--- src/rtl/dmem_arb_pkg.sv ---
// Shared widths and the port-stage entry type for the two-port data-memory arbiter.
package dmem_arb_pkg;

  localparam int NREQ_DEF = 4;
  localparam int AW_DEF   = 8;
  localparam int DW_DEF   = 8;

  typedef struct packed {
    logic              valid;
    logic [1:0]        id;
    logic              we;
    logic [AW_DEF-1:0] addr;
    logic [DW_DEF-1:0] wdata;
  } stage_t;

  localparam stage_t STAGE_EMPTY = '0;

endpackage

--- src/rtl/dmem_arbiter_rr_pick.sv ---
// 4-way rotating-priority first-one finder: scans ptr, ptr+1, ... mod 4 over
// requests not masked by excl and reports the first hit.
module rr_pick (
  input  logic [3:0] req,
  input  logic [3:0] excl,
  input  logic [1:0] ptr,
  output logic       found,
  output logic [1:0] idx,
  output logic [3:0] onehot
);

  logic [3:0] elig;

  always_comb begin
    elig  = req & ~excl;
    found = 1'b0;
    idx   = 2'd0;
    // Walk from the farthest position back so the nearest eligible one wins.
    for (int k = 3; k >= 0; k--) begin
      if (elig[ptr + 2'(k)]) begin
        found = 1'b1;
        idx   = ptr + 2'(k);
      end
    end
    onehot = found ? (4'b0001 << idx) : 4'b0000;
  end

endmodule

--- src/rtl/dmem_arbiter.sv ---
// Four requesters onto two memory ports: round-robin grant of up to two commands
// per cycle, a registered port stage, and a fixed two-cycle read response.
module dmem_arbiter
  import dmem_arb_pkg::*;
#(
  parameter int NREQ = NREQ_DEF,
  parameter int AW   = AW_DEF,
  parameter int DW   = DW_DEF
) (
  input  logic               clk,
  input  logic               rst_n,
  input  logic [NREQ-1:0]    req_valid,
  input  logic [NREQ-1:0]    req_we,
  input  logic [NREQ*AW-1:0] req_addr,
  input  logic [NREQ*DW-1:0] req_wdata,
  output logic [NREQ-1:0]    req_gnt,
  output logic [NREQ-1:0]    rsp_valid,
  output logic [NREQ*DW-1:0] rsp_rdata,
  output logic [AW-1:0]      m1_addr,
  output logic [DW-1:0]      m1_wdata,
  output logic               m1_we,
  output logic               m1_re,
  output logic [AW-1:0]      m2_addr,
  output logic [DW-1:0]      m2_wdata,
  output logic               m2_we,
  output logic               m2_re,
  input  logic [DW-1:0]      m1_rdata,
  input  logic [DW-1:0]      m2_rdata,
  output logic [7:0]         conflict_cnt
);

  logic [1:0]        rr_ptr_q, rr_ptr_d;
  logic [7:0]        conflict_q, conflict_d;
  stage_t            slot1_q, slot1_d, slot2_q, slot2_d;
  logic [NREQ-1:0]   rsp_valid_q, rsp_valid_d;
  logic [NREQ*DW-1:0] rsp_rdata_q, rsp_rdata_d;

  logic [AW-1:0] addr_a  [NREQ];
  logic [DW-1:0] wdata_a [NREQ];

  logic       s1_found, s2_found;
  logic [1:0] s1_idx, s2_idx;
  logic [3:0] s1_gnt, s2_gnt;
  logic [3:0] cmask, excl2;
  logic       conflict_hit;

  always_comb begin
    for (int i = 0; i < NREQ; i++) begin
      addr_a[i]  = req_addr[i*AW +: AW];
      wdata_a[i] = req_wdata[i*DW +: DW];
    end
  end

  rr_pick u_pick1 (
    .req    (req_valid),
    .excl   (4'b0000),
    .ptr    (rr_ptr_q),
    .found  (s1_found),
    .idx    (s1_idx),
    .onehot (s1_gnt)
  );

  // Two writes to one address in one cycle would race in memory; defer the later one.
  always_comb begin
    for (int j = 0; j < NREQ; j++) begin
      cmask[j] = s1_found && req_we[s1_idx] && req_we[j] && (addr_a[j] == addr_a[s1_idx]);
    end
    excl2        = s1_gnt | cmask;
    conflict_hit = |(req_valid & cmask & ~s1_gnt);
  end

  rr_pick u_pick2 (
    .req    (req_valid),
    .excl   (excl2),
    .ptr    (rr_ptr_q),
    .found  (s2_found),
    .idx    (s2_idx),
    .onehot (s2_gnt)
  );

  assign req_gnt = rst_n ? (s1_gnt | s2_gnt) : '0;

  always_comb begin
    rr_ptr_d = rr_ptr_q;
    if (s2_found)      rr_ptr_d = s2_idx + 2'd1;
    else if (s1_found) rr_ptr_d = s1_idx + 2'd1;

    conflict_d = conflict_q;
    if (conflict_hit && conflict_q != 8'hFF) conflict_d = conflict_q + 8'd1;

    slot1_d = STAGE_EMPTY;
    if (s1_found) begin
      slot1_d.valid = 1'b1;
      slot1_d.id    = s1_idx;
      slot1_d.we    = req_we[s1_idx];
      slot1_d.addr  = addr_a[s1_idx];
      slot1_d.wdata = wdata_a[s1_idx];
    end
    slot2_d = STAGE_EMPTY;
    if (s2_found) begin
      slot2_d.valid = 1'b1;
      slot2_d.id    = s2_idx;
      slot2_d.we    = req_we[s2_idx];
      slot2_d.addr  = addr_a[s2_idx];
      slot2_d.wdata = wdata_a[s2_idx];
    end

    // Slots always carry distinct requesters, so the two lanes never collide.
    rsp_valid_d = '0;
    rsp_rdata_d = '0;
    if (slot1_q.valid && !slot1_q.we) begin
      rsp_valid_d[slot1_q.id]                   = 1'b1;
      rsp_rdata_d[int'(slot1_q.id)*DW +: DW]    = m1_rdata;
    end
    if (slot2_q.valid && !slot2_q.we) begin
      rsp_valid_d[slot2_q.id]                   = 1'b1;
      rsp_rdata_d[int'(slot2_q.id)*DW +: DW]    = m2_rdata;
    end
  end

  always_ff @(posedge clk or negedge rst_n) begin
    if (!rst_n) begin
      rr_ptr_q    <= 2'd0;
      conflict_q  <= 8'd0;
      slot1_q     <= STAGE_EMPTY;
      slot2_q     <= STAGE_EMPTY;
      rsp_valid_q <= '0;
      rsp_rdata_q <= '0;
    end else begin
      rr_ptr_q    <= rr_ptr_d;
      conflict_q  <= conflict_d;
      slot1_q     <= slot1_d;
      slot2_q     <= slot2_d;
      rsp_valid_q <= rsp_valid_d;
      rsp_rdata_q <= rsp_rdata_d;
    end
  end

  // Empty slots hold all-zero fields, so the port drive needs no extra gating.
  assign m1_addr      = slot1_q.addr;
  assign m1_wdata     = slot1_q.wdata;
  assign m1_we        = slot1_q.valid & slot1_q.we;
  assign m1_re        = slot1_q.valid & ~slot1_q.we;
  assign m2_addr      = slot2_q.addr;
  assign m2_wdata     = slot2_q.wdata;
  assign m2_we        = slot2_q.valid & slot2_q.we;
  assign m2_re        = slot2_q.valid & ~slot2_q.we;
  assign rsp_valid    = rsp_valid_q;
  assign rsp_rdata    = rsp_rdata_q;
  assign conflict_cnt = conflict_q;

endmodule
--- config.mk ---
export PLATFORM = sky130hd
export DESIGN_NAME = dmem_arbiter
export DESIGN_NICKNAME = d
export VERILOG_FILES = /design/src/rtl/dmem_arb_pkg.sv /design/src/rtl/dmem_arbiter_rr_pick.sv /design/src/rtl/dmem_arbiter.sv
export SDC_FILE = /design/constraint.sdc
export NUM_CORES = 1
export LEC_CHECK = 0
export BUFFER_PORTS_ARGS = -buffer_cell sky130_fd_sc_hd__buf_2
export CAP_MARGIN = 20
export CORE_MARGIN = 2
export CORE_UTILIZATION = 45
export CTS_CLUSTER_DIAMETER = 200
export DETAILED_ROUTE_END_ITERATION = 8
export MAX_ROUTING_LAYER = met4
export PLACE_DENSITY = 0.74
export SLEW_MARGIN = 10
export SYNTH_ARGS = -nofsm -noshare
export SYNTH_HDL_FRONTEND = slang
export SYNTH_SLANG_ARGS = --single-unit
--- constraint.sdc ---
create_clock -name clk -period 5.9 [get_ports clk]
set_input_delay 0.59 -clock clk [delete_from_list [all_inputs] [get_ports clk]]
set_output_delay 0.59 -clock clk [all_outputs]
set_load 0.05 [all_outputs]
### Yosys cells after proc, flatten, opt, wreduce, memory -nomap -nowiden

Index checks and enable logic that the tools add are counted.

| operators by class | value |
|---|---|
| bitwise operators | 17 |
| magnitude comparators | 12 |
| reductions and logical operators | 18 |
| multiplexer cells | 64 |
| shifts and indexed selects | 6 |
| equal/unequal tests | 5 |
| add/sub/neg operators | 8 |

Operators by type and width:

| operator | count |
|---|---|
| $neg A5 Y33 | 2 |
| $shift A8 B33 Y32 const A | 2 |
| $shiftx A8 B33 Y32 | 2 |
| $bmux W8 S2 | 4 |
| $mux W32 | 2 |
| $mux W8 | 8 |
| $mux W20 | 2 |
| $and A32 B32 Y32 | 1 |
| $bwmux W32 | 1 |
| $eq A8 B8 Y1 | 4 |
| $lt A2 B3 Y1 const B | 8 |
| $bmux W1 S2 | 10 |
| $mux W1 | 20 |
| $mux W2 | 10 |
| $mux W4 | 5 |
| $logic_and A1 B1 Y1 | 14 |
| $and A4 B4 Y4 | 3 |
| $or A4 B4 Y4 | 3 |
| $add A8 B1 Y8 const B | 1 |
| $ne A8 B8 Y1 const B | 1 |
| $not A4 Y4 | 2 |
| $shl A1 B2 Y4 const A | 2 |
| $add A2 B1 Y2 const B | 3 |
| $ge A3 B3 Y1 const B | 2 |
| 9 further kinds | 18 |

| word-level totals | value |
|---|---|
| bits of input ports | 90 |
| register bits after elaboration | 86 |

### Depth between registers and ports, before layout

Gate-level depths: netlist (run 1).

| logic depth | value |
|---|---|
| depth after elaboration | 27 |
| gate-level depth with buffers | 17 |

### By module

A second synthesis (run 1) with hierarchy kept.

| unflattened totals | value |
|---|---|
| cell total of the unflattened synthesis | 561 |
| area, all modules | 5909.4 µm² |

By module, submodules not included:

| module | cells each | area each (µm²) | times used |
|---|---|---|---|
| dmem_arbiter | 493 | 5471.5 | 1 |
| rr_pick | 34 | 219.0 | 2 |

### Worst setup path before layout (run 1)

OpenSTA, ideal clock, no wires.

| timing | value |
|---|---|
| kind | input -> output |
| start point | input req_valid[1] |
| end point | output req_gnt[3] |
| cell stages on the path | 15 |
| data required time | 5.310 ns |
| path slack | 1.134 ns |
| buffers on the path | 3 |
| arrival | 4.176 ns |
| cell sequence | buf_2 -> nor2b_2 -> a211o_1 -> buf_2 -> nand2_2 -> inv_2 -> mux2i_1 -> a31oi_1 -> a2111oi_4 -> nor2_1 -> o311a_1 -> a2111oi_4 -> buf_6 -> nand2_1 -> a21boi_1 |

| on the way | value |
|---|---|
| cells in the longest elaborated chain, start to end | 25 |
| elaborated cells between the ends (all ways) | 60 |
| classes of those cells | eq/ne: 4; shift: 2; mux: 40; bitwise: 5; reduce/logical: 9 |

RTL lines:

| what | line | source |
|---|---|---|
| start, declared | dmem_arbiter.sv:12 | `input logic [NREQ-1:0] req_valid,` |
| $bmux W1 S2 | dmem_arbiter_rr_pick.sv:20 | `if (elig[ptr + 2'(k)]) begin` |
| $mux W1 (implied by the code) | dmem_arbiter_rr_pick.sv:20 |  |
| $mux W2 (4 in series) | dmem_arbiter_rr_pick.sv:20 |  |
| $not A2 Y3 (implied by the code) | dmem_arbiter.sv:66 | `cmask[j] = s1_found && req_we[s1_idx] && req_we[j] && (addr_a[j] == addr_a[s1_idx]);` |
| $bmux W8 S2 | dmem_arbiter.sv:66 |  |
| $mux W8 (implied by the code) (2 in series) | dmem_arbiter.sv:66 |  |
| $eq A8 B8 Y1 | dmem_arbiter.sv:66 |  |
| $logic_and A1 B1 Y1 | dmem_arbiter.sv:66 |  |
| [... 2 more ...] | -- |  |
| $and A4 B4 Y4 | dmem_arbiter_rr_pick.sv:15 | `elig = req & ~excl;` |
| $bmux W1 S2 | dmem_arbiter_rr_pick.sv:20 |  |
| $mux W1 (implied by the code) | dmem_arbiter_rr_pick.sv:20 |  |
| $mux W2 (4 in series) | dmem_arbiter_rr_pick.sv:20 |  |
| $shl A1 B2 Y4 | dmem_arbiter_rr_pick.sv:25 | `onehot = found ? (4'b0001 << idx) : 4'b0000;` |
| $mux W4 | dmem_arbiter_rr_pick.sv:25 |  |
| $or A4 B4 Y4 * | dmem_arbiter.sv:81 | `assign req_gnt = rst_n ? (s1_gnt \| s2_gnt) : '0;` |
| $mux W4 * | dmem_arbiter.sv:81 |  |
| end, declared | dmem_arbiter.sv:16 | `output logic [NREQ-1:0] req_gnt,` |

Every way passes the cells marked *; elsewhere a longest branch is shown, timed or not. The select of a mux whose other input is x is not followed.

### Worst setup path in the final report (run 1)

| timing | value |
|---|---|
| start point | register rr_ptr_q[1] |
| end point | output req_gnt[3] |

| on the way | value |
|---|---|
| cells in the longest elaborated chain, start to end | 26 |
| elaborated cells between the ends (all ways) | 63 |
| classes of those cells | add/sub: 3; eq/ne: 4; shift: 2; mux: 40; bitwise: 5; reduce/logical: 9 |

RTL lines:

| what | line | source |
|---|---|---|
| start, declared | dmem_arbiter.sv:32 | `logic [1:0] rr_ptr_q, rr_ptr_d;` |
| start signal, assigned | dmem_arbiter.sv:130 | `rr_ptr_q <= rr_ptr_d;` |
| $add A2 B2 Y2 | dmem_arbiter_rr_pick.sv:20, dmem_arbiter_rr_pick.sv:22 |  |
| $bmux W1 S2 | dmem_arbiter_rr_pick.sv:20 |  |
| $mux W1 (implied by the code) | dmem_arbiter_rr_pick.sv:20 |  |
| $mux W2 (4 in series) | dmem_arbiter_rr_pick.sv:20 |  |
| $not A2 Y3 (implied by the code) | dmem_arbiter.sv:66 |  |
| $bmux W8 S2 | dmem_arbiter.sv:66 |  |
| $mux W8 (implied by the code) (2 in series) | dmem_arbiter.sv:66 |  |
| $eq A8 B8 Y1 | dmem_arbiter.sv:66 |  |
| [... 3 more ...] | -- |  |
| $and A4 B4 Y4 | dmem_arbiter_rr_pick.sv:15 |  |
| $bmux W1 S2 | dmem_arbiter_rr_pick.sv:20 |  |
| $mux W1 (implied by the code) | dmem_arbiter_rr_pick.sv:20 |  |
| $mux W2 (4 in series) | dmem_arbiter_rr_pick.sv:20 |  |
| $shl A1 B2 Y4 | dmem_arbiter_rr_pick.sv:25 |  |
| $mux W4 | dmem_arbiter_rr_pick.sv:25 |  |
| $or A4 B4 Y4 * | dmem_arbiter.sv:81 |  |
| $mux W4 * | dmem_arbiter.sv:81 |  |

Marked as above.

==> metrics.md, run 1 <==
| Metric | Value |
|---|---|
| Pin count of the biggest net entering global routing | `57` |
| Achievable clock frequency | `0.200 GHz` |
| Max_slew headroom | `0.392` |
| Final cycle utilization of the critical path | `0.847` |
| Setup repair bufs after CTS | `0` |
| All-Layer GR Usage | `0.256` |
| DR iter-0 viols | `519` |
| CP max-delay cell | `sky130_fd_sc_hd__a211oi_2` |
| Area post-placement | `0.00704 mm2` |
| Clock transition at the registers of the reported paths | `0.07 ns` |
| Antenna cell count | `0` |
| Worst R2R Path Depth | `12` |
| Most common cell after layout, fill and taps aside | `sky130_fd_sc_hd__buf_2` |
| Average footprint of a synthesized cell | `9.21 um2` |
| Routed wire length | `18.8 mm` |
| Minimum setup slack after placement | `1.09 ns` |
| Total chip power | `4.12 mW` |
| Worst flop-to-flop path endpoint | `m2_wdata[1]$_DFF_PN0_` |
| P per Cell Area | `562 mW/mm2` |
| Final ANT Viol Nets | `0` |
| Syn Nets | `802` |
| Die span in y | `124 um` |
| Number of enable flip-flop cells after synthesis | `0` |
| Buffers from clock root to sink, at most | `2` |
| Final min period | `5.00 ns` |
| Launching element type of the critical path | `flip-flop` |
| Commonest cells after routing, fill and taps aside | `sky130_fd_sc_hd__buf_2, sky130_fd_sc_hd__dfrtp_1, sky130_fd_sc_hd__nand2_1` |
| Final-report max-slew violation count | `0` |
| Count of clock tree sinks | `86` |
| Aggregate negative setup slack | `0 ns` |
| Post-CTS Hold Buffers | `0` |
| Via-per-instance ratio | `5.93` |
| Via count of the first global-routing pass | `5443` |
| Leading post-synthesis cells by cell area | `sky130_fd_sc_hd__dfrtp_1, sky130_fd_sc_hd__a22o_1, sky130_fd_sc_hd__buf_4, sky130_fd_sc_hd__nand2_1, sky130_fd_sc_hd__xnor2_1` |
| Finished Layout Cells | `984` |
| DR WL/cell | `19.1 um` |
| Reg2Reg Setup Slack | `1.36 ns` |
| Initial Util | `0.462` |
| Horizontal extent of the die | `124 um` |
| Cell at the root of the clock tree | `sky130_fd_sc_hd__clkbuf_16` |
| Data arrival, critical path | `4.41 ns` |
| Kind of path behind the tightest hold check | `in2async` |
| Post-synthesis sequential area ratio | `0.335` |
| Number of cell rows | `43` |
| Filler cells | `1308` |
| Summed instance area of the synthesized netlist | `0.00643 mm2` |
| Worst IR drop on VDD | `0.312 mV` |
| Antenna violations before repair | `0` |
| Final #Nets | `903` |
| Primary flip-flop cell chosen by synthesis mapping | `sky130_fd_sc_hd__dfrtp_1` |
| PortBufs | `173` |
| Least setup slack across all paths after layout | `0.903 ns` |
| Tightest Pin Transition | `0.905 ns` |
| Crit-path max cell delay | `0.64 ns` |
| Number of endpoints failing setup at the final stage | `0` |
| YS warnings | `0` |
| Wire length of the first global-routing pass | `29.4 mm` |
| Count of endpoints failing hold in the final timing report | `0` |
| Worst Clk Skew | `0.00978 ns` |
| Yosys reg bits | `86` |
| Final weighted congestion in routability-driven placement | `0.996` |
| Placeable core region | `0.0139 mm2` |
| Number of distinct library cells after synthesis | `80` |
| Worst hold margin | `0.0613 ns` |
| Mapped Cells | `698` |
| Cell family with most CP delay | `compound AO/OA/AOI/OAI gates` |
| Final global-route overflow total | `0` |
| Buf/Inv on CP | `1` |
| Series of cell instances along the critical path | `nand2_1 -> a211oi_2 -> o21ai_0 -> and3_1 -> nor4_1 -> o2111ai_1 -> and3_1 -> o311a_1 -> a2111oi_4 -> nand2_1 -> a21boi_1 -> buf_2` |
| H-Tree Level Count | `3` |
| Worst setup path category | `reg2out` |
| Vias after detailed routing | `5837` |
| Clock insertion delay at the later pin of the skew report | `0.34 ns` |
| Fraction of layout cells with a size suffix above 1 | `0.303` |
| Placed wire-length estimate | `14.0 mm` |
| Layout area overhead | `14.1%` |
| Unrepaired setup endpoints after global routing | `false` |
| Final Core Density | `0.527` |
| Kind of end point of the critical path | `output port` |
| Fraction of post-synthesis cell area in the top cell type by area | `0.335` |
| Die footprint | `0.0153 mm2` |
| Leading area contributor after synthesis | `sky130_fd_sc_hd__dfrtp_1` |
| Req. time, crit path | `5.31 ns` |
| Leakage power total | `3.45 nW` |
| Post-cts repair resize count | `0` |
| Total instance count after detailed placement | `968` |
| Outcome | `completed` |
| Final design instance area without fill | `0.00734 mm2` |
| Total clock buffers created by CTS | `9` |
| R2R Path Start | `rr_ptr_q[1]$_DFFE_PN0P_` |
| Share of flip-flops with an asynchronous set or reset after synthesis | `1.00` |
| Top Ports | `174` |
| Maximum net fanout on the critical path | `13` |
| CTS tree | `yes` |
| Count of max-cap constraint violations | `0` |
| Initial DRT Pass Iterations | `5` |
| Number of remaining DRC errors | `0` |
-- layout make-up --
type	instances	area (um2)	share of cell area
clock buffers	9	225	0.0307
clock inverters	7	73.8	0.0101
inverters	26	100	0.0136
multi-input cells	493	3620	0.493
flip-flops and latches	86	2150	0.293
well taps	180	225	0.0307
repair buffers	183	943	0.129
-- worst max-delay path by stage --
stage / start / to / slack [ns] / cells past startpoint
floorplan: req_valid[1] / req_gnt[3] / 1.13 / 15
finish: rr_ptr_q[1]$_DFFE_PN0P_ / req_gnt[3] / 0.90 / 12
CTS: rr_ptr_q[1]$_DFFE_PN0P_ / req_gnt[3] / 0.99 / 12
global route: rr_ptr_q[1]$_DFFE_PN0P_ / req_gnt[3] / 0.57 / 12
global placement: req_valid[0] / req_gnt[0] / 1.12 / 14
detailed placement: req_valid[0] / req_gnt[0] / 1.09 / 14
-- where the power goes --
part	leakage, nW	internal [mW]	total (mW)	switching, mW
clock network	0.147	0.299	0.556	0.257
registers	1.09	0.797	0.911	0.114
logic	2.21	0.805	2.66	1.85
total	3.45	1.90	4.12	2.22
-- routing by layer --
| metal | GRT usage | share of wire | wire length (um) | up-vias |
|---|---|---|---|---|
| li1 | - | - | - | 2710 |
| met1 | 0.335 | 0.42 | 7970 | 2763 |
| met2 | 0.403 | 0.46 | 8670 | 315 |
| met3 | 0.0438 | 0.086 | 1620 | 49 |
| met4 | 0.0881 | 0.027 | 514 | 0 |
| met5 | - | 0 | 0 | - |
-- cells in the mapped netlist (3+ instances only) --
library cell	number
sky130_fd_sc_hd__xnor2_1	26
sky130_fd_sc_hd__a22o_1	34
sky130_fd_sc_hd__o221ai_1	3
sky130_fd_sc_hd__nor3_1	15
sky130_fd_sc_hd__buf_6	7
sky130_fd_sc_hd__o21ai_0	12
sky130_fd_sc_hd__o311a_1	3
sky130_fd_sc_hd__a211oi_2	17
sky130_fd_sc_hd__nand4_1	10
sky130_fd_sc_hd__o2111ai_1	9
sky130_fd_sc_hd__nor2_1	19
sky130_fd_sc_hd__mux2_2	5
sky130_fd_sc_hd__dfrtp_1	86
sky130_fd_sc_hd__a211o_1	4
sky130_fd_sc_hd__and4_1	3
sky130_fd_sc_hd__o22ai_1	4
sky130_fd_sc_hd__nand3_1	35
sky130_fd_sc_hd__nand2_1	69
sky130_fd_sc_hd__buf_2	10
sky130_fd_sc_hd__clkbuf_1	34
sky130_fd_sc_hd__o211ai_1	4
sky130_fd_sc_hd__buf_4	37
sky130_fd_sc_hd__nor4_1	6
sky130_fd_sc_hd__buf_1	4
sky130_fd_sc_hd__a41oi_1	3
sky130_fd_sc_hd__inv_1	23
sky130_fd_sc_hd__a31oi_1	3
sky130_fd_sc_hd__and2_1	5
sky130_fd_sc_hd__xor2_1	16
sky130_fd_sc_hd__a21boi_1	5
sky130_fd_sc_hd__and3_1	19
sky130_fd_sc_hd__mux2i_1	22
sky130_fd_sc_hd__a211oi_1	28
sky130_fd_sc_hd__a21oi_1	22
sky130_fd_sc_hd__nand2b_1	11
sky130_fd_sc_hd__ha_1	14
sky130_fd_sc_hd__nor2b_1	19
-- sequential cells by signal, indices dropped and copies added (netlist names) --
name and count:
m1_addr 8, m2_wdata 8, slot1_q 4, rsp_rdata 32, slot2_q 4, rsp_valid 4, rr_ptr_q 2, m2_addr 8
conflict_cnt 8, m1_wdata 8
-- worst register-to-register path: stages (launching register included) --
cell and delay, ns:
sky130_fd_sc_hd__dfrtp_1 0.54, sky130_fd_sc_hd__nor4_4 0.68, sky130_fd_sc_hd__nor2_8 0.08, sky130_fd_sc_hd__inv_4 0.36, sky130_fd_sc_hd__mux2i_1 0.21, sky130_fd_sc_hd__o31ai_4 0.32
sky130_fd_sc_hd__nor4b_2 0.51, sky130_fd_sc_hd__a211oi_2 0.21, sky130_fd_sc_hd__a221oi_4 0.34, sky130_fd_sc_hd__buf_4 0.57, sky130_fd_sc_hd__and2b_1 0.29, sky130_fd_sc_hd__a211oi_1 0.21
sky130_fd_sc_hd__a211oi_2 0.08
-- kinds of logic after synthesis --
family,synth area share
buffers and inverters,0.104
xor gates and xnor gates,0.0572
and+or+nand+nor,0.191
adders and majority gates,0.0272
DFF,0.335
AOI/OAI and AO/OA,0.243
muxes,0.0430
Power figures use the tool's default switching activity.
==> run 2: changes to the inputs <==
==> constraint.sdc (replaced) <==
create_clock -name clk -period 5.1 [get_ports clk]
set_input_delay 0.51 -clock clk [delete_from_list [all_inputs] [get_ports clk]]
set_output_delay 0.51 -clock clk [all_outputs]
set_load 0.05 [all_outputs]
==> run 2 against run 1 <==
Flip-flop and latch count unchanged. Wire length decreased by 0.58%. Highest routed layer unchanged. Worst hold slack better by 0.015 ns. Cell count rose by 0.20%. Combinational power increased by 15%. Register-to-register slack worse by 0.75 ns. Total power is 17% higher. Critical path depth grew 2. Worst setup slack worse by 0.62 ns. Critical endpoint is now req_gnt[0]. Die area stayed put.
==> metrics.md, run 2 (synthesis results as in run 1) <==
| Metric | Value |
|---|---|
| Outcome | `completed (unchanged)` |
| Via count of the first global-routing pass | `5369 (was 5443)` |
| Antenna cell count | `0 (unchanged)` |
| Fraction of layout cells with a size suffix above 1 | `0.305 (was 0.303)` |
| Worst R2R Path Depth | `14 (was 12)` |
| Cell at the root of the clock tree | `sky130_fd_sc_hd__clkbuf_16 (unchanged)` |
| Antenna violations before repair | `0 (unchanged)` |
| Final cycle utilization of the critical path | `0.944` |
| Top Ports | `174 (unchanged)` |
| Number of endpoints failing setup at the final stage | `0 (unchanged)` |
| Initial Util | `0.462 (unchanged)` |
| Vias after detailed routing | `5808 (was 5837)` |
| Req. time, crit path | `4.59 ns (was 5.31 ns)` |
| Placed wire-length estimate | `14.0 mm (about the same)` |
| Post-CTS Hold Buffers | `0 (unchanged)` |
| Final Core Density | `0.529 (was 0.527)` |
| Final min period | `4.81 ns` |
| Unrepaired setup endpoints after global routing | `false (unchanged)` |
| P per Cell Area | `652 mW/mm2 (was 562 mW/mm2)` |
| Finished Layout Cells | `986 (was 984)` |
| Most frequent cell on the critical path | `sky130_fd_sc_hd__nand2_1` |
| Most common cell after layout, fill and taps aside | `sky130_fd_sc_hd__buf_2 (unchanged)` |
| CTS tree | `yes (unchanged)` |
| Count of max-cap constraint violations | `0 (unchanged)` |
| Horizontal extent of the die | `124 um (unchanged)` |
| Worst hold margin | `0.0764 ns (was 0.0613 ns)` |
| Final design instance area without fill | `0.00737 mm2 (was 0.00734 mm2)` |
| Buffers from clock root to sink, at most | `2 (unchanged)` |
| Final #Nets | `905 (was 903)` |
| Count of clock tree sinks | `86 (unchanged)` |
| Met2 wire length | `8.70 mm (was 8.67 mm)` |
| DR WL/cell | `18.9 um (was 19.1 um)` |
| Total clock buffers created by CTS | `9 (unchanged)` |
| Die footprint | `0.0153 mm2 (unchanged)` |
| Minimum setup slack after placement | `0.505 ns (was 1.09 ns)` |
| Launching element type of the critical path | `flip-flop (unchanged)` |
| CP max-delay cell | `sky130_fd_sc_hd__dfrtp_1 (was sky130_fd_sc_hd__a211oi_2)` |
| PortBufs | `173 (unchanged)` |
| Die span in y | `124 um (unchanged)` |
| Reg2Reg Setup Slack | `0.61 ns (was 1.36 ns)` |
| Via-per-instance ratio | `5.89 (was 5.93)` |
| Aggregate negative setup slack | `0 ns (unchanged)` |
| Total chip power | `4.81 mW (was 4.12 mW)` |
| Number of flip-flops in the largest register | `32 (unchanged)` |
| Leakage power total | `3.46 nW (was 3.45 nW)` |
| Total instance count after detailed placement | `970 (was 968)` |
| Routed wire length | `18.7 mm (was 18.8 mm)` |
| Number of remaining DRC errors | `0 (unchanged)` |
| Series of cell instances along the critical path | `nand2_1 -> a211o_1 -> nand2_2 -> inv_2 -> buf_4 -> nand3_1 -> o2111ai_1 -> nor4b_2 -> nand2_1 -> a211oi_1 -> a2111oi_4 -> o32ai_1 -> and2_1 -> buf_2 (was nand2_1 -> a211oi_2 -> o21ai_0 -> and3_1 -> nor4_1 -> o2111ai_1 -> and3_1 -> o311a_1 -> a2111oi_4 -> nand2_1 -> a21boi_1 -> buf_2)` |
| Highest metal layer used by the detailed router | `met4 (unchanged)` |
| Worst setup path category | `reg2out (unchanged)` |
| Initial DRT Pass Iterations | `5 (unchanged)` |
| Worst Clk Skew | `0.0118 ns (was 0.00978 ns)` |
| Routed metal-1 wirelength | `7.85 mm (was 7.97 mm)` |
| Layout area overhead | `14.6% (was 14.1%)` |
| R2R Path Start | `rr_ptr_q[1]$_DFFE_PN0P_ (unchanged)` |
| Final-report max-slew violation count | `0 (unchanged)` |
| Final ANT Viol Nets | `0 (unchanged)` |
| Met3 Routed Length | `1.79 mm (was 1.62 mm)` |
| Kind of path behind the tightest hold check | `in2async (unchanged)` |
| Clock transition at the registers of the reported paths | `0.07 ns (about the same)` |
| Area post-placement | `0.00706 mm2 (was 0.00704 mm2)` |
| Max_slew headroom | `0.332 (was 0.392)` |
| Worst flop-to-flop path endpoint | `m2_wdata[1]$_DFF_PN0_ (unchanged)` |
| Count of endpoints failing hold in the final timing report | `0 (unchanged)` |
| Kind of end point of the critical path | `output port (unchanged)` |
| Final global-route overflow total | `0 (unchanged)` |
| Final weighted congestion in routability-driven placement | `1.01 (was 0.996)` |
| Maximum net fanout on the critical path | `19 (was 13)` |
| Setup repair bufs after CTS | `0 (unchanged)` |
| Worst IR drop on VDD | `0.233 mV (was 0.312 mV)` |
| Wire length of the first global-routing pass | `28.8 mm (was 29.4 mm)` |
| Clock insertion delay at the later pin of the skew report | `0.34 ns (about the same)` |
| H-Tree Level Count | `3 (unchanged)` |
| Post-cts repair resize count | `0 (unchanged)` |
| Pin count of the biggest net entering global routing | `66 (was 57)` |
| Achievable clock frequency | `0.208 GHz` |
| Number of cell rows | `43 (unchanged)` |
| DR iter-0 viols | `534 (was 519)` |
| Tightest Pin Transition | `0.993 ns (was 0.905 ns)` |
| Commonest cells after routing, fill and taps aside | `sky130_fd_sc_hd__buf_2, sky130_fd_sc_hd__dfrtp_1, sky130_fd_sc_hd__nand2_1 (unchanged)` |
| Least setup slack across all paths after layout | `0.285 ns (was 0.903 ns)` |
| Crit-path max cell delay | `0.63 ns (was 0.64 ns)` |
| Placeable core region | `0.0139 mm2 (unchanged)` |
| All-Layer GR Usage | `0.250 (was 0.256)` |
| Data arrival, critical path | `4.30 ns (was 4.41 ns)` |
run 2: changes by cell type in the layout (fill, tap and decap cells not counted):
cell | before | now
sky130_fd_sc_hd__buf_4 | 11 | 13
sky130_fd_sc_hd__clkinvlp_4 | 0 | 1
sky130_fd_sc_hd__bufinv_16 | 0 | 1
sky130_fd_sc_hd__inv_6 | 2 | 3
sky130_fd_sc_hd__clkinv_4 | 2 | 0
sky130_fd_sc_hd__clkinv_8 | 1 | 0
run 2: worst max path at each step:
stage          slack, ns               startpoint         end  cells after the start
3_5_place_dp        0.51             req_valid[0]  req_gnt[0]                     14
5_1_grt             0.02  rr_ptr_q[1]$_DFFE_PN0P_  req_gnt[0]                     12
4_1_cts             0.34  rr_ptr_q[1]$_DFFE_PN0P_  req_gnt[0]                     12
6_report            0.29  rr_ptr_q[1]$_DFFE_PN0P_  req_gnt[0]                     14
2_1_floorplan       0.49             req_valid[1]  req_gnt[3]                     15
3_3_place_gp        0.59             req_valid[1]  req_gnt[3]                     14
run 2: final cells by class:
class                   instances  area [um2]
fillers                      1274        6570
multi-input cells             493        3620
flip-flops and latches         86        2150
repair buffers                185         958
clock buffers                   9         225
well taps                     180         225
inverters                      26         100
clock inverters                 7        86.3
run 2: worst max-delay path: cells and delay by family (launching register included):
| kind | cells | cell delay (ns) |
|---|---|---|
| compound gates | 5 | 1.41 |
| buf+inv | 3 | 0.71 |
| simple gates | 6 | 1.20 |
| flops | 1 | 0.63 |
run 2: metal layers:
layer | track usage | vias to the layer above
li1 | - | 2716
met1 | 0.336 | 2712
met2 | 0.398 | 349
met3 | 0.0323 | 31
met4 | 0.0717 | 0
met5 | - | -
run 2: power by group:
part	total [mW]	switching, mW	internal, mW
Combinational	3.07	2.13	0.939
Clock	0.678	0.287	0.392
Sequential	1.06	0.136	0.922
Total	4.81	2.55	2.25
